### config.mk
export PLATFORM = sky130hd
export DESIGN_NAME = aclk_timegen
export DESIGN_NICKNAME = d
export VERILOG_FILES = /design/src/rtl/aclk_pkg.sv /design/src/rtl/aclk_mod_counter.sv /design/src/rtl/aclk_timegen.sv
export SDC_FILE = /design/constraint.sdc
export NUM_CORES = 1
export LEC_CHECK = 0
export ABC_AREA = 1
export CAP_MARGIN = 20
export CORE_AREA = 4 4 43 45
export DETAILED_ROUTE_END_ITERATION = 7
export DIE_AREA = 0 0 47 49
export PLACE_DENSITY = 0.81
export SETUP_SLACK_MARGIN = 0.15
export SYNTH_ARGS = -nofsm -noshare
export SYNTH_HDL_FRONTEND = slang
export SYNTH_SLANG_ARGS = --single-unit
export TNS_END_PERCENT = 30
### constraint.sdc
create_clock -name clk -period 3.1 [get_ports clk]
set_input_delay 0.62 -clock clk [delete_from_list [all_inputs] [get_ports clk]]
set_output_delay 0.62 -clock clk [all_outputs]
set_load 0.05 [all_outputs]
### src/rtl/aclk_pkg.sv
// rtl/aclk_pkg.sv - shared constants and types for the alarm clock time base
package aclk_pkg;

  localparam int ACLK_CLK_PER_SEC_DEF = 256;
  localparam int ACLK_SEC_PER_MIN_DEF = 60;

  typedef logic [3:0] aclk_digit_t;

endpackage

### src/rtl/aclk_mod_counter.sv
// rtl/aclk_mod_counter.sv - modulo-N counter with enable, synchronous clear and wrap flag
module aclk_mod_counter
  import aclk_pkg::*;
#(
  parameter int N = ACLK_SEC_PER_MIN_DEF
) (
  input  logic clk,
  input  logic reset,
  input  logic en,
  input  logic clr,
  output logic wrap
);

  localparam int W = (N > 1) ? $clog2(N) : 1;
  localparam logic [W-1:0] LAST = W'(N - 1);

  logic [W-1:0] cnt;

  // A wrap cleared in the same cycle never happened, so clr masks the flag.
  assign wrap = en && !clr && (cnt == LAST);

  // Count 0 .. N-1 while enabled; clear wins over counting.
  always_ff @(posedge clk or posedge reset) begin
    if (reset) begin
      cnt <= '0;
    end else if (clr) begin
      cnt <= '0;
    end else if (en) begin
      cnt <= wrap ? '0 : cnt + 1'b1;
    end
  end

endmodule

### src/rtl/aclk_timegen.sv
// rtl/aclk_timegen.sv - one_second / one_minute strobe generator (option: ACLK_TIMEGEN_FAST_WATCH_EN)
module aclk_timegen
  import aclk_pkg::*;
#(
  parameter int CLK_PER_SEC = ACLK_CLK_PER_SEC_DEF,
  parameter int SEC_PER_MIN = ACLK_SEC_PER_MIN_DEF
) (
  input  logic clk,
  input  logic reset,
  input  logic reset_count,
  input  logic fast_watch,
  output logic one_second,
  output logic one_minute
);

  logic second_event;
  logic minute_event;
  logic fast;
  logic sec_clr;
  logic next_minute;

`ifdef ACLK_TIMEGEN_FAST_WATCH_EN
  assign fast = fast_watch;
`else
  logic unused_fast_watch;
  assign unused_fast_watch = fast_watch;
  assign fast = 1'b0;
`endif

  // Fast-watch pins the seconds counter at 0, so a full minute follows its release.
  assign sec_clr     = reset_count | fast;
  assign next_minute = fast ? second_event : minute_event;

  aclk_mod_counter #(.N(CLK_PER_SEC)) u_tick (
    .clk   (clk),
    .reset (reset),
    .en    (1'b1),
    .clr   (reset_count),
    .wrap  (second_event)
  );

  aclk_mod_counter #(.N(SEC_PER_MIN)) u_sec (
    .clk   (clk),
    .reset (reset),
    .en    (second_event),
    .clr   (sec_clr),
    .wrap  (minute_event)
  );

  // Register the events into single-cycle strobes; reset_count already masks the events.
  always_ff @(posedge clk or posedge reset) begin
    if (reset) begin
      one_second <= 1'b0;
      one_minute <= 1'b0;
    end else begin
      one_second <= second_event;
      one_minute <= next_minute;
    end
  end

endmodule

======== After elaboration in Yosys (flattened, before gate mapping) ========
Index checks and enable logic that the tools add are counted.
operators by class
  add/sub/neg operators ................... 2
  multiply operators ...................... 0
  div/mod/pow operators ................... 0
  magnitude comparators ................... 0
  equality and inequality tests ........... 2
  shift operators ......................... 0
  multiplexer cells ....................... 5
  bitwise gates (word level) .............. 0
  reduce and logical (&&, ||, !) cells .... 5
operators with widths
  kind                                                           count
  6-bit 2-to-1 mux                                               3
  8-bit 2-to-1 mux                                               2
  8-bit by 1-bit adder with 8-bit output, second input constant  1
  8-bit equality test, second input constant                     1
  6-bit by 1-bit adder with 6-bit output, second input constant  1
  6-bit equality test, second input constant                     1
  1-bit logical AND                                              3
  2-bit nonzero test                                             1
  1-bit logical NOT                                              1
word-level totals
  bits in registers ....................... 16
  bits in latches ......................... 0
  bits in writable memories ............... 0
  bits in read-only memories .............. 0
  output and inout bits ................... 2
  memories kept ........................... 0

======== Depth between registers and ports, before layout ========
  word-level depth ........................ 7
  mapped depth ............................ 8

======== Modules after synthesis ========
A second synthesis with hierarchy kept.
second synthesis, totals
  cell total of the unflattened synthesis .. 120
  area total of the unflattened synthesis .. 918.4 µm²
modules (own cells, without submodules)
  module                      times used  cells an instance  area each (µm²)  seq. area each (µm²)
  aclk_mod_counter at u_tick  1           72                 500.5            200.2
  aclk_mod_counter at u_sec   1           44                 360.3            150.1
  aclk_timegen                1           4                  57.6             50.0

======== Least setup slack after synthesis ========
Ideal clock, no wire load.
  path kind ............................... register to output
  start point ............................. register one_minute
  end point ............................... output one_minute
  arrival time ............................ 0.586 ns
  required time ........................... 2.480 ns
  slack ................................... 1.894 ns
  cell stages (with the launch flop) ...... 1
  path buffers ............................ 0
  cell sequence ........................... dfrtp_1
RTL lines
  item                    line                source
  start, declared         aclk_timegen.sv:13  output logic one_minute
  start signal, assigned  aclk_timegen.sv:57  one_minute <= next_minute;
No word-level cell between the ends.

======== Final worst setup path ========
  start point ............................. register one_second
  end point ............................... output one_second
RTL lines
  item                    line                source
  start, declared         aclk_timegen.sv:12  output logic one_second,
  start signal, assigned  aclk_timegen.sv:56  one_second <= second_event;
No word-level cell between the ends.

==> flow_summary.toml <==
[global_route]
grt_max_degree = 17
grt_pass1_vias = 618
grt_first_pass_wirelength_mm = 2.59
grtUsageTotal_pct = 15.5
grt-ovfl-total = 0
antenna_found_initial = 0

[clocking]
cts_root_buf = "clkbuf_4"
cts_buffers = 3
cts_tree = "done"
htreeDepth = 1
post-cts-setup-buffer-count = 0
cts-resized-gates = 0
cts_hold_buf = 0
numClockSinks = 16
clk_latency_ns = 0.29
path_clk_slew_ns = 0.08
ctsLongestPathBuffers = 2

[floorplanning]
dieArea_um2 = 2300
row_count = 14
fp.dieW_um = 47
core-area_um2 = 1470
start_util_pct = 57.7
ios = 6
fp.dieH_um = 49

[sta]
fin_crit_ns = 2.03
fin_crit_sh_pct = 65.6
setup_viol = 0
slew_violations = 0
hold_viol = 0
finClkSkew_ns = 0.00462
clock.fmax_mhz = 492
tns_ns = 0
fin_ws_ns = 1.07
slew_headroom_pct = 59.9
rsz0062_at_grt = "no"
worstMarginPinSlew_ns = 0.601

[pwr]
p_sw_share_pct = 22.3
ir_worst_vdd_v = 0.000181
power_frac_clock_pct = 31.8
comb_power_share_pct = 4.8
power_frac_seq_pct = 63.5
power_per_cell_area_nw_per_um2 = 365
p_int_mw = 0.262
p_total_mw = 0.337
p_sw_mw = 0.0753
leakage_nw = 0.460

[route]
drt-initial-drc-count = 23
firstDrtPassIters = 4
via_count = 635
antenna_left = 0
wl_per_cell_um = 12.2
avgViaCountPerCell = 5.25
drc_errors = 0
routed_wl_mm = 1.47

[final_layout]
finish.utilization_pct = 62.8
layout-drive-gt1-share_pct = 13.3
areaGrowthSynthToFinish_pct = 8.85
insertedDiodeCount = 0
nets = 113
final_area_um2 = 923

[critical_path]
path_buf_inv = 1
crit_path_cell_trace = "clkdlybuf4s50_1"
startpoint = "one_second"
cp.arrival_ns = 1.41
worstSetupEndpointType = "primary output"
worstPathRequired_ns = 2.48
slowest_delay_ns = 0.79
reg2reg_from = "u_sec.cnt[0]"
worst_setup_path_start_kind = "register"
crit_type = "reg -> out"
slowest_stage = "clkdlybuf4s50_1"
cpLargestDelayFamily = "buffers and inverters"
cp_max_fo = 1

[synth]
synth-edff-count = 0
syn-num-nets = 105
synth_cell_types = 22
yosys-top-cells-count = "25 x nand2_1, 16 x dfrtp_1, 12 x nor2_1"
netlist_area_um2 = 848
async_flop_share_pct = 100
synth_top_family_by_area = "simple AND/OR/NAND/NOR gates"
yosys.area_share.simple_pct = 37.6
synth_area_per_cell_um2 = 8.57
ys_seq_area_share_pct = 47.2
synth_compound_area_share_pct = 2.36
synthTopCellsByArea = "dfrtp_1 47%, nand2_1 11%, nand3_1 6.5%, nor2_1 5.3%, inv_1 4.0%"
yosysWarnings = 0
yosysMostFrequentCell = "nand2_1"
synth_xor_area_share_pct = 4.13
netlist_instances = 99
yosys.area.top_type = "dfrtp_1"
synth_top_area_share_pct = 47.2
synthMuxAreaShare_pct = 0
synth_flop_cell = "dfrtp_1"
synth_fa_ha_area_share_pct = 2.95
ys_ff_latch = 16

[place]
io_buffers = 4
dp_hpwl_mm = 1.11
place.gp.congestion = 0.789
post-place-ws_ns = 1.37
placed_area_um2 = 901

[run_status]
status = "complete, no violations"

[job]
maxCapViolations = 0

[min_path]
hp-start = "u_tick.cnt[0]"
hp-class = "reg -> reg"
## power by group through the flow
stage                     sequential, mW  clock (mW)  combinational [mW]
after floorplan                    0.218           0              0.0110
after global placement             0.218           0              0.0160
after detailed placement           0.218           0              0.0166
after CTS                          0.214       0.108              0.0166
after global routing               0.215       0.118              0.0183
final                              0.214       0.107              0.0161
## registers in the layout (all words and copies together) (netlist names)
name / cells
u_sec.cnt: 6
one_second: 1
one_minute: 1
u_tick.cnt: 8
## per-stage QoR
stage	std cells	hold WS [ns]
global placement	118	0.444
global route	121	0.497
CTS	121	0.465
detailed placement	118	0.453
floorplan	99	0.433
finish	121	0.460
## cells in the final DEF, fill, tap and decap left out
master and count:
nor3_1 1, nor3_4 1, nor3_2 1, and2_1 1, nand3_2 1, nand2_4 1, nand2_2 2, a21oi_1 1
nand2_1 25, clkdlybuf4s50_1 4, ha_1 2, nand3_1 11, nand4_1 2, inv_2 2, clkbuf_4 3, nor2_4 3
xnor2_1 1, o21bai_1 2, nor2_1 12, inv_1 9, nor3b_1 1, xor2_1 3, dfrtp_1 16
## kinds of logic after synthesis
kind of cell    count (synthesis)
flops                          16
compound gates                  3
xor+xnor                        4
fa+ha+maj                       2
buf+inv                        12
simple gates                   62
## routing by layer
| metal | up-vias | GRT usage [%] | routed length [µm] |
|---|---|---|---|
| li1 | 326 | - | - |
| met1 | 294 | 19.1 | 619 |
| met2 | 11 | 24.9 | 779 |
| met3 | 4 | 3.32 | 44 |
| met4 | 0 | 6.91 | 30 |
| met5 | - | 0 | 0 |
## layout make-up
cell class / instances / area (µm²)
Fill cell: 134 / 548
Sequential cell: 16 / 400
Multi-Input combinational cell: 71 / 399
Inverter: 11 / 41.3
Timing Repair Buffer: 4 / 40.0
Clock buffer: 3 / 22.5
Tap cell: 16 / 20.0
## path summary, 6_finish.rpt
check	endpoint	slack, ns	depth (start not counted)
max	one_second	1.07	1
min	u_tick.cnt[0]	0.46	1
max reg2reg	u_sec.cnt[5]	1.76	6
min reg2reg	u_tick.cnt[0]	0.46	1
max in group asynchronous	u_tick.cnt[1]	2.01	2
min in group asynchronous	u_sec.cnt[3]	0.69	2
(Power assumes the default switching activity.)
